### config.mk
export PLATFORM = sky130hd
export DESIGN_NAME = ctrl_pipe
export DESIGN_NICKNAME = d
export VERILOG_FILES = /design/src/rtl/ctrl_pipe.sv
export SDC_FILE = /design/constraint.sdc
export NUM_CORES = 1
export LEC_CHECK = 0
export CAP_MARGIN = 30
export CORE_UTILIZATION = 35
export DETAILED_ROUTE_END_ITERATION = 10
export GPL_ROUTABILITY_DRIVEN = 0
export PLACE_DENSITY = 0.66
export SLEW_MARGIN = 20
export SYNTH_ARGS = -nofsm -noshare
export SYNTH_HDL_FRONTEND = slang
export SYNTH_SLANG_ARGS = --single-unit
### constraint.sdc
create_clock -name clk -period 5.45 [get_ports clk]
set_input_delay 1.635 -clock clk [delete_from_list [all_inputs] [get_ports clk]]
set_output_delay 1.635 -clock clk [all_outputs]
set_load 0.1 [all_outputs]
### src/rtl/ctrl_pipe.sv
// Carries decoded control bits through the ID/EX, EX/MEM and MEM/WB stages.
// Also generates the hazard signals: load-use stall, branch flush and EX operand forwarding selects.
module ctrl_pipe #(
    parameter int REG_W   = 5,
    parameter int ALUOP_W = 3
) (
    input  logic               clk,
    input  logic               rst_n,
    input  logic               id_valid,
    input  logic               id_RegDst,
    input  logic               id_ALUSrc,
    input  logic [ALUOP_W-1:0] id_ALUOp,
    input  logic               id_Branch,
    input  logic               id_MemRead,
    input  logic               id_MemWrite,
    input  logic               id_MemToReg,
    input  logic               id_RegWrite,
    input  logic [REG_W-1:0]   id_rs,
    input  logic [REG_W-1:0]   id_rt,
    input  logic [REG_W-1:0]   id_rd,
    input  logic               ex_zero,
    output logic               stall,
    output logic               flush,
    output logic               ex_valid,
    output logic               ex_RegDst,
    output logic               ex_ALUSrc,
    output logic [ALUOP_W-1:0] ex_ALUOp,
    output logic [REG_W-1:0]   ex_rs,
    output logic [REG_W-1:0]   ex_rt,
    output logic [REG_W-1:0]   ex_wreg,
    output logic [1:0]         fwd_a,
    output logic [1:0]         fwd_b,
    output logic               mem_valid,
    output logic               mem_MemRead,
    output logic               mem_MemWrite,
    output logic [REG_W-1:0]   mem_wreg,
    output logic               wb_valid,
    output logic               wb_RegWrite,
    output logic               wb_MemToReg,
    output logic [REG_W-1:0]   wb_wreg
);

    logic ex_Branch, ex_MemRead, ex_MemWrite, ex_MemToReg, ex_RegWrite;
    logic mem_RegWrite, mem_MemToReg;
    logic load_use, bubble;
    logic mem_fwd_ok, wb_fwd_ok;

    // Every term is ANDed with a valid-gated bit, so X on RegDst/MemToReg never leaks out.
    always_comb begin
        flush    = ex_valid & ex_Branch & ex_zero;
        load_use = id_valid & ex_valid & ex_MemRead & (ex_wreg != '0)
                 & ((ex_wreg == id_rs) | (ex_wreg == id_rt));
        stall    = load_use & ~flush;
    end

    assign bubble     = stall | flush | ~id_valid;
    assign mem_fwd_ok = mem_valid & mem_RegWrite & (mem_wreg != '0);
    assign wb_fwd_ok  = wb_valid & wb_RegWrite & (wb_wreg != '0);

    // NOTE: defaults first so no path through the block leaves fwd_* unassigned (no latch).
    always_comb begin
        fwd_a = 2'b00;
        fwd_b = 2'b00;
        if (mem_fwd_ok && mem_wreg == ex_rs)     fwd_a = 2'b10;
        else if (wb_fwd_ok && wb_wreg == ex_rs)  fwd_a = 2'b01;
        if (mem_fwd_ok && mem_wreg == ex_rt)     fwd_b = 2'b10;
        else if (wb_fwd_ok && wb_wreg == ex_rt)  fwd_b = 2'b01;
    end

    // NOTE: non-blocking assignments let every stage sample the previous stage's old value on the same edge.
    always_ff @(posedge clk) begin
        if (!rst_n) begin
            ex_valid     <= 1'b0;
            ex_RegDst    <= 1'b0;
            ex_ALUSrc    <= 1'b0;
            ex_ALUOp     <= '0;
            ex_Branch    <= 1'b0;
            ex_MemRead   <= 1'b0;
            ex_MemWrite  <= 1'b0;
            ex_MemToReg  <= 1'b0;
            ex_RegWrite  <= 1'b0;
            ex_rs        <= '0;
            ex_rt        <= '0;
            ex_wreg      <= '0;
            mem_valid    <= 1'b0;
            mem_MemRead  <= 1'b0;
            mem_MemWrite <= 1'b0;
            mem_RegWrite <= 1'b0;
            mem_MemToReg <= 1'b0;
            mem_wreg     <= '0;
            wb_valid     <= 1'b0;
            wb_RegWrite  <= 1'b0;
            wb_MemToReg  <= 1'b0;
            wb_wreg      <= '0;
        end else begin
            if (bubble) begin
                ex_valid    <= 1'b0;
                ex_RegDst   <= 1'b0;
                ex_ALUSrc   <= 1'b0;
                ex_ALUOp    <= '0;
                ex_Branch   <= 1'b0;
                ex_MemRead  <= 1'b0;
                ex_MemWrite <= 1'b0;
                ex_MemToReg <= 1'b0;
                ex_RegWrite <= 1'b0;
                ex_rs       <= '0;
                ex_rt       <= '0;
                ex_wreg     <= '0;
            end else begin
                ex_valid    <= 1'b1;
                ex_RegDst   <= id_RegDst;
                ex_ALUSrc   <= id_ALUSrc;
                ex_ALUOp    <= id_ALUOp;
                ex_Branch   <= id_Branch & id_valid;
                ex_MemRead  <= id_MemRead & id_valid;
                ex_MemWrite <= id_MemWrite & id_valid;
                ex_MemToReg <= id_MemToReg;
                ex_RegWrite <= id_RegWrite & id_valid;
                ex_rs       <= id_rs;
                ex_rt       <= id_rt;
                ex_wreg     <= id_RegDst ? id_rd : id_rt;
            end
            mem_valid    <= ex_valid;
            mem_MemRead  <= ex_MemRead;
            mem_MemWrite <= ex_MemWrite;
            mem_RegWrite <= ex_RegWrite;
            mem_MemToReg <= ex_MemToReg;
            mem_wreg     <= ex_wreg;
            wb_valid     <= mem_valid;
            wb_RegWrite  <= mem_RegWrite;
            wb_MemToReg  <= mem_MemToReg;
            wb_wreg      <= mem_wreg;
        end
    end

endmodule
==> flow_metrics.tcl, run 1 <==
set metrics [dict create \
    hold_viol 0 \
    switchingPower_uw 220 \
    critPathKind "input pin to primary output" \
    cts_made_buffers 5 \
    final_area_um2 2710 \
    via_count 1570 \
    instances_no_fill 321 \
    fill_cells 474 \
    fin_crit_ps 4680 \
    drive_gt1_frac 0.0945 \
    start_kind "input pin" \
    min_period_over_period 0.858 \
    drtIter0Drc 66 \
    irDropWorstVdd_v 0.000133 \
    grt_max_degree 31 \
    core_um2 4820 \
    seq_area_um2 881 \
    cts.clk_slew.worst_paths_ps 80 \
    ant_nets 0 \
    multi_input_area_um2 871 \
    initial_core_util 0.370 \
    worst-path-max-fanout 3 \
    hp-class "flip-flop to flip-flop" \
    wl_um 4610 \
    slew_viol_final 0 \
    postSynthAreaPerCell_um2 9.78 \
    dp_cells 313 \
    rows 25 \
    cts_max_path_buffers 2 \
    cp.arrival_ps 3040 \
    io_pins 72 \
    synth_area_leaders "dfxtp_1 (49%), xnor2_1 (7.9%), xor2_1 (6.9%), and2_1 (6.3%), a21oi_1 (6.2%)" \
    cts_sinks 44 \
    leakage_uw 0.00108 \
    cp.required_ps 3820 \
    dr.pass1.iters 4 \
    p_clk_frac 0.323 \
    fin_worst_skew_ps 2.99 \
    comb_power_share 0.212 \
    synth_cell_type_count 24 \
    cts_root_buf "clkbuf_8" \
    final_core_utilization 0.563 \
    synth_top_area_share 0.495 \
    gr-usage-all-layers 0.191 \
    design.die.area_um2 5380 \
    syn-cell-area_um2 1780 \
    fmax_mhz 214 \
    setup_viol 0 \
    endpoint_kind "primary output" \
    holdBufCountCts 0 \
    postCtsSetupBuffers 0 \
    ys_ff_latch 44 \
    synth_nets 211 \
    ys_seq_area_frac 0.495 \
    io_buffers 71 \
    antenna_found_initial 0 \
    clock_latency_ps 290 \
    ctsResizeCount 0 \
    seq_power_share 0.464 \
    route.detailed.drc 0 \
    tns_ps 0 \
    p_int_uw 523 \
    insertedDiodeCount 0 \
    via_per_inst 4.89 \
    dpl_cell_area_um2 2600 \
    grt-ovfl-total 0 \
    die_h_um 73.3 \
    synthCells 182 \
    first_global_vias 1520 \
    htreeDepth 2 \
    routedWlPerCell_um 14.4 \
    worst_pin_slew_ps 990 \
    cts_tree "done" \
    nets 282 \
    dp_hpwl_um 3430 \
    chipWidth_um 73.3 \
    status "finished, final reports clean" \
    rsz0062_at_grt "no" \
    slew_headroom 0.338 \
    p_sw_frac 0.296 \
    yosysWarnings 0 \
    synth_top_area_cell "dfxtp_1" \
    hold_slack_ps 440 \
    p_per_area_nw_per_um2 274 \
    grt_first_pass_wirelength_um 7560 \
    cap_violations 0 \
    area_growth_pct 52.2 \
]
-- per-layer routing --
metal,GRT usage,share of wire
met5,0,0
met4,0.0513,0.0037
met3,0.0549,0.067
met2,0.317,0.48
met1,0.243,0.45
-- cell usage in the layout (no fill, tap or decap) --
| master | Yosys | layout |
|---|---|---|
| dfxtp_1 | 44 | 44 |
| nand4_1 | 11 | 11 |
| nor4_2 | 2 | 4 |
| nand2_1 | 4 | 4 |
| and3_1 | 1 | 1 |
| mux2i_1 | 5 | 5 |
| clkbuf_8 | 0 | 5 |
| and2_2 | 1 | 1 |
| bufinv_16 | 0 | 1 |
| nor3_1 | 1 | 1 |
| o211ai_1 | 1 | 1 |
| buf_12 | 0 | 2 |
| and2_1 | 18 | 18 |
| o22ai_2 | 0 | 1 |
| o211ai_2 | 1 | 1 |
| nand3_1 | 15 | 15 |
| clkbuf_1 | 9 | 1 |
| nor2_1 | 1 | 1 |
| xor2_1 | 14 | 14 |
| xnor2_1 | 16 | 16 |
| or4_1 | 4 | 4 |
| clkinv_2 | 0 | 1 |
| clkdlybuf4s50_1 | 0 | 67 |
| a211oi_1 | 5 | 5 |
| a21oi_1 | 22 | 21 |
| a21oi_2 | 0 | 1 |
| buf_4 | 0 | 7 |
| inv_1 | 1 | 1 |
-- power by group through the flow --
stage	clock network, uW	registers [uW]	logic [uW]
2_1_floorplan	0	419	37.8
3_3_place_gp	0	353	157
3_5_place_dp	0	353	158
4_1_cts	247	345	158
5_1_grt	263	347	166
6_report	240	345	158
-- metrics by stage --
| step | worst slack, ps | total power (uW) |
|---|---|---|
| after floorplan | -232 | 457 |
| after detailed placement | 811 | 510 |
| after global placement | 799 | 510 |
| after CTS | 768 | 750 |
| after global routing | 689 | 776 |
| final | 772 | 742 |
-- sequential cells by signal, indices dropped and copies added (netlist names), 3 cells and up --
name,cells
ex_rs,5
ex_rt,5
ex_wreg,5
mem_wreg,5
wb_wreg,5
ex_ALUOp,3
-- synthesized netlist by cell type (all sizes together) --
master,count
a211oi,5
a21oi,22
and2,19
and3,1
buf,3
clkbuf,9
dfxtp,44
inv,1
mux2i,5
nand2,4
nand3,15
nand4,11
nor2,1
nor3,1
nor4,4
o211ai,2
o22ai,1
or4,4
xnor2,16
xor2,14
-- area by class of cell --
class                   count  area share
well taps                  67      0.0309
inverters                   1     0.00139
flip-flops and latches     44       0.325
repair buffers             76       0.282
clock buffers               6      0.0268
clock inverters             2      0.0129
multi-input cells         125       0.321
-- worst max-delay path, cell delays in order --
cell,delay [ps]
clkdlybuf4s50_1,540
xnor2_1,150
nand3_1,120
o22ai_2,160
and3_1,240
buf_12,190
-- worst paths after layout --
kind / start / to / slack (ps) / cells past startpoint
worst max-delay path: id_rt[3] / stall / 770 / 6
worst min-delay path: ex_MemWrite / mem_MemWrite / 440 / 1
worst max register to register: ex_wreg[4] / ex_rs[1] / 3940 / 5
worst min register to register: ex_MemWrite / mem_MemWrite / 440 / 1
-- logic make-up (layout without fill, tap and decap cells) --
| kind of cell | count (synthesis) | after routing | share of synthesized area |
|---|---|---|---|
| multiplexers | 5 | 5 | 0.0281 |
| XOR/XNOR | 30 | 30 | 0.148 |
| AND/OR/NAND/NOR | 60 | 60 | 0.203 |
| AO/OA/AOI/OAI | 30 | 30 | 0.0977 |
| flip-flops | 44 | 44 | 0.495 |
| buffers and inverters | 13 | 85 | 0.0288 |
(Power assumes the default switching activity.)
==> run 2, diff against run 1 <==
--- a/config.mk
+++ b/config.mk
@@ -7,9 +7,10 @@
 export LEC_CHECK = 0
 export CAP_MARGIN = 30
 export CORE_UTILIZATION = 35
+export CTS_BUF_LIST = sky130_fd_sc_hd__clkbuf_8
 export DETAILED_ROUTE_END_ITERATION = 10
 export GPL_ROUTABILITY_DRIVEN = 0
-export PLACE_DENSITY = 0.66
+export PLACE_DENSITY = 0.67
 export SLEW_MARGIN = 20
 export SYNTH_ARGS = -nofsm -noshare
 export SYNTH_HDL_FRONTEND = slang
==> flow_metrics.tcl, run 2 (same netlist as run 1, synthesis figures left out) <==
set metrics [dict create \
    setup_viol 0 \
    fill_cells 451 \
    cts_root_buf "clkbuf_8" \
    fmax_mhz 215 \
    clock_latency_ps 290 \
    routedWlPerCell_um 14.2 \
    final_cell_mix "clkdlybuf4s50_1 (67), dfxtp_1 (44), a21oi_1 (21)" \
    hold_depth 1 \
    route.detailed.drc 0 \
    io_pins 72 \
    seq_area_um2 881 \
    rows 25 \
    p_per_area_nw_per_um2 272 \
    ant_nets 0 \
    gr-usage-all-layers 0.188 \
    ctsResizeCount 0 \
    reg2reg_to "ex_rt[3]" \
    cts.clk_slew.worst_paths_ps 80 \
    cts_tree "done" \
    cp.required_ps 3820 \
    crit_buf_inv 2 \
    grt-ovfl-total 0 \
    crit_chain "clkdlybuf4s50_1 -> xnor2_1 -> nand3_1 -> o22ai_2 -> and3_1 -> buf_12" \
    hold_slack_ps 437 \
    dp_hpwl_um 3430 \
    status "finished, final reports clean" \
    worst-path-max-fanout 2 \
    slew_headroom 0.344 \
    chipWidth_um 73.3 \
    worstRegToRegCells 5 \
    postCtsSetupBuffers 0 \
    cts_made_buffers 5 \
    cap_violations 0 \
    design.die.area_um2 5380 \
    area_growth_pct 52.2 \
    worst_pin_slew_ps 981 \
    drive_gt1_frac 0.0945 \
    final_core_utilization 0.563 \
    worst-path-stages 6 \
    core_um2 4820 \
    endpoint_kind "primary output" \
    via_count 1578 \
    die_h_um 73.3 \
    fin_crit_ps 4640 \
    wl_um 4570 \
    rr_startpoint "ex_wreg[0]" \
    holdBufCountCts 0 \
    cts_sinks 44 \
    hold_viol 0 \
    leakage_uw 0.00108 \
    insertedDiodeCount 0 \
    critPathKind "input pin to primary output" \
    htreeDepth 2 \
    grt_max_degree 31 \
    slowest_stage "clkdlybuf4s50_1" \
    dpl_cell_area_um2 2600 \
    via_per_inst 4.92 \
    tns_ps 0 \
    io_buffers 71 \
    slew_viol_final 0 \
    r2r_setup_slack_ps 3940 \
    grt_first_pass_wirelength_um 7530 \
    fin_worst_skew_ps 3.57 \
    rsz0062_at_grt "no" \
    hold_end "wb_MemToReg" \
    first_global_vias 1535 \
    hp-class "flip-flop to flip-flop" \
    final_area_um2 2710 \
    drtIter0Drc 33 \
    start_kind "input pin" \
    dr.pass1.iters 4 \
    dp_cells 313 \
    multi_input_area_um2 871 \
    crit_family "buffers and inverters" \
    min_period_over_period 0.851 \
    initial_core_util 0.370 \
    irDropWorstVdd_v 0.000121 \
    cp.arrival_ps 3010 \
    antenna_found_initial 0 \
    layout.cells.most_common "clkdlybuf4s50_1" \
    nets 282 \
    cts_max_path_buffers 2 \
    slowest_delay_ps 500 \
    min_from "mem_MemToReg" \
    instances_no_fill 321 \
]
run 2: cell count changes in the layout (fill, tap and decap cells not counted), sizes merged:
| cell | previous run | this run |
|---|---|---|
| clkbuf | 6 | 5 |
| inv | 1 | 2 |
run 2: layer usage:
| metal | GRT usage | share of wire | vias up |
|---|---|---|---|
| met1 | 0.223 | 0.44 | 728 |
| met3 | 0.0562 | 0.069 | 7 |
| met5 | 0 | 0 | - |
| li1 | - | - | 774 |
| met2 | 0.321 | 0.48 | 69 |
| met4 | 0.0705 | 0.018 | 0 |
run 2: per-stage QoR:
stage               power, uW  setup WS [ps]
global placement          509            812
CTS                       745            806
finish                    738            809
floorplan                 457           -232
global route              772            721
detailed placement        511            807
run 2: cell type report:
| cell class | count | area share |
|---|---|---|
| Inverter | 1 | 0.00139 |
| Clock inverter | 3 | 0.0143 |
| Sequential cell | 44 | 0.325 |
| Multi-Input combinational cell | 125 | 0.321 |
| Clock buffer | 5 | 0.0254 |
| Tap cell | 67 | 0.0309 |
| Timing Repair Buffer | 76 | 0.282 |
run 2: report_power, final:
| group | internal (uW) | switching, uW |
|---|---|---|
| combinational | 53.8 | 104 |
| clock | 134 | 102 |
| sequential | 333 | 12.1 |
run 2: worst max path at each step:
stage / end / start / slack, ps
final: stall / id_rs[0] / 810
after global routing: stall / id_rt[3] / 720
after CTS: stall / id_rs[0] / 810
after detailed placement: stall / id_rt[3] / 810
after global placement: stall / id_rt[3] / 810
after floorplan: fwd_a[0] / mem_wreg[1] / -230
run 2: worst reg2reg max path: stages, from the launching register on:
cell	delay [ps]
dfxtp_1	470
xnor2_1	160
nand3_1	120
o22ai_2	210
buf_4	310
a21oi_1	120
==> run 3, diff against run 2 <==
==> constraint.sdc (replaced) <==
create_clock -name clk -period 5.05 [get_ports clk]
set_input_delay 1.515 -clock clk [delete_from_list [all_inputs] [get_ports clk]]
set_output_delay 1.515 -clock clk [all_outputs]
set_load 0.1 [all_outputs]
==> flow_metrics.tcl, run 3 (same netlist as run 1, synthesis figures left out) <==
set metrics [dict create \
    die_h_um 73.3 \
    io_pins 72 \
    final_cell_mix "clkdlybuf4s50_1 (65), dfxtp_1 (44), a21oi_1 (21)" \
    status "finished, final reports clean" \
    routedWlPerCell_um 14.7 \
    via_per_inst 4.90 \
    fin_worst_skew_ps 6.93 \
    cts.clk_slew.worst_paths_ps 80 \
    antenna_found_initial 0 \
    ant_nets 0 \
    worst-path-max-fanout 2 \
    cts_root_buf "clkbuf_8" \
    layout.cells.most_common "clkdlybuf4s50_1" \
    leakage_uw 0.00111 \
    worstRegToRegCells 5 \
    worst_pin_slew_ps 984 \
    cts_sinks 44 \
    nets 282 \
    endpoint_kind "primary output" \
    route.detailed.drc 0 \
    r2r_setup_slack_ps 3540 \
    chipWidth_um 73.3 \
    dr.pass1.iters 4 \
    drive_gt1_frac 0.106 \
    holdBufCountCts 0 \
    cap_violations 0 \
    rows 25 \
    slew_headroom 0.342 \
    rr_startpoint "ex_wreg[0]" \
    first_global_vias 1477 \
    tns_ps 0 \
    critPathLaunch "id_rs[0]" \
    fin_crit_ps 4430 \
    p_per_area_nw_per_um2 326 \
    core_um2 4820 \
    cts_tree "done" \
    wl_um 4710 \
    fill_cells 448 \
    critPathKind "input pin to primary output" \
    instances_no_fill 321 \
    setup_viol 0 \
    design.die.area_um2 5380 \
    gr-usage-all-layers 0.189 \
    cts_max_path_buffers 2 \
    cts_made_buffers 5 \
    initial_core_util 0.370 \
    grt_first_pass_wirelength_um 7600 \
    hold_viol 0 \
    min_period_over_period 0.878 \
    cp.arrival_ps 2920 \
    via_count 1574 \
    reg2reg_to "ex_wreg[0]" \
    drtIter0Drc 55 \
    dp_cells 313 \
    hold_depth 1 \
    irDropWorstVdd_v 0.000168 \
    slew_viol_final 0 \
    clock_latency_ps 290 \
    start_kind "input pin" \
    ctsResizeCount 0 \
    htreeDepth 2 \
    dp_hpwl_um 3540 \
    io_buffers 71 \
    postCtsSetupBuffers 0 \
    area_growth_pct 56.8 \
    hp-class "flip-flop to flip-flop" \
    grt_max_degree 31 \
    cp.required_ps 3540 \
    insertedDiodeCount 0 \
    fmax_mhz 226 \
    rsz0062_at_grt "no" \
    worstSetupEndpoint "stall" \
    grt-ovfl-total 0 \
]
run 3: cell types whose count changed in the layout (fill, tap and decap cells not counted), sizes merged:
cell,delta
buf,+2
bufinv,+2
clkdlybuf4s50,-2
clkinv,-1
inv,-1
run 3: through the flow:
stage | setup slack (ps) | utilization | total power, uW | hold slack, ps | cell area, um^2
global placement | 636 | 0.546 | 553 | 414 | 2630
finish | 617 | 0.579 | 909 | 440 | 2790
detailed placement | 630 | 0.546 | 554 | 426 | 2630
floorplan | 500 | - | 495 | 412 | 1830
global route | 567 | 0.579 | 942 | 458 | 2790
CTS | 618 | 0.579 | 918 | 442 | 2790
run 3: per-layer routing:
layer,routed length [um],GRT usage
met2,2280,0.312
met3,290,0.0480
met5,0,0
met4,62,0.0598
met1,2080,0.242
run 3: worst max-delay path: stages:
cell and delay, ps:
clkdlybuf4s50_1 490, xnor2_1 130, nand3_1 130, o22ai_2 210
and3_1 240, buf_12 190
run 3: where the power goes:
| group | switching (uW) | internal, uW | total (uW) |
|---|---|---|---|
| clock | 117 | 247 | 364 |
| combinational | 115 | 58.3 | 173 |
| sequential | 12.7 | 359 | 372 |
| total | 245 | 665 | 909 |
run 3: worst min-delay path by stage:
stage | slack, ps | endpoint | start
2_1_floorplan | 410 | mem_MemToReg | ex_MemToReg
3_3_place_gp | 410 | mem_MemToReg | ex_MemToReg
3_5_place_dp | 430 | mem_MemWrite | ex_MemWrite
4_1_cts | 440 | mem_RegWrite | ex_RegWrite
5_1_grt | 460 | mem_RegWrite | ex_RegWrite
6_report | 440 | wb_MemToReg | mem_MemToReg
run 3: final cells by class:
type / count / area (um^2) / area share
Tap cell: 67 / 83.8 / 0.0300
Timing Repair Buffer: 76 / 758 / 0.272
Sequential cell: 44 / 881 / 0.316
Multi-Input combinational cell: 125 / 906 / 0.325
Inverter: 1 / 3.75 / 0.00134
Clock buffer: 5 / 68.8 / 0.0247
Clock inverter: 3 / 90.1 / 0.0323
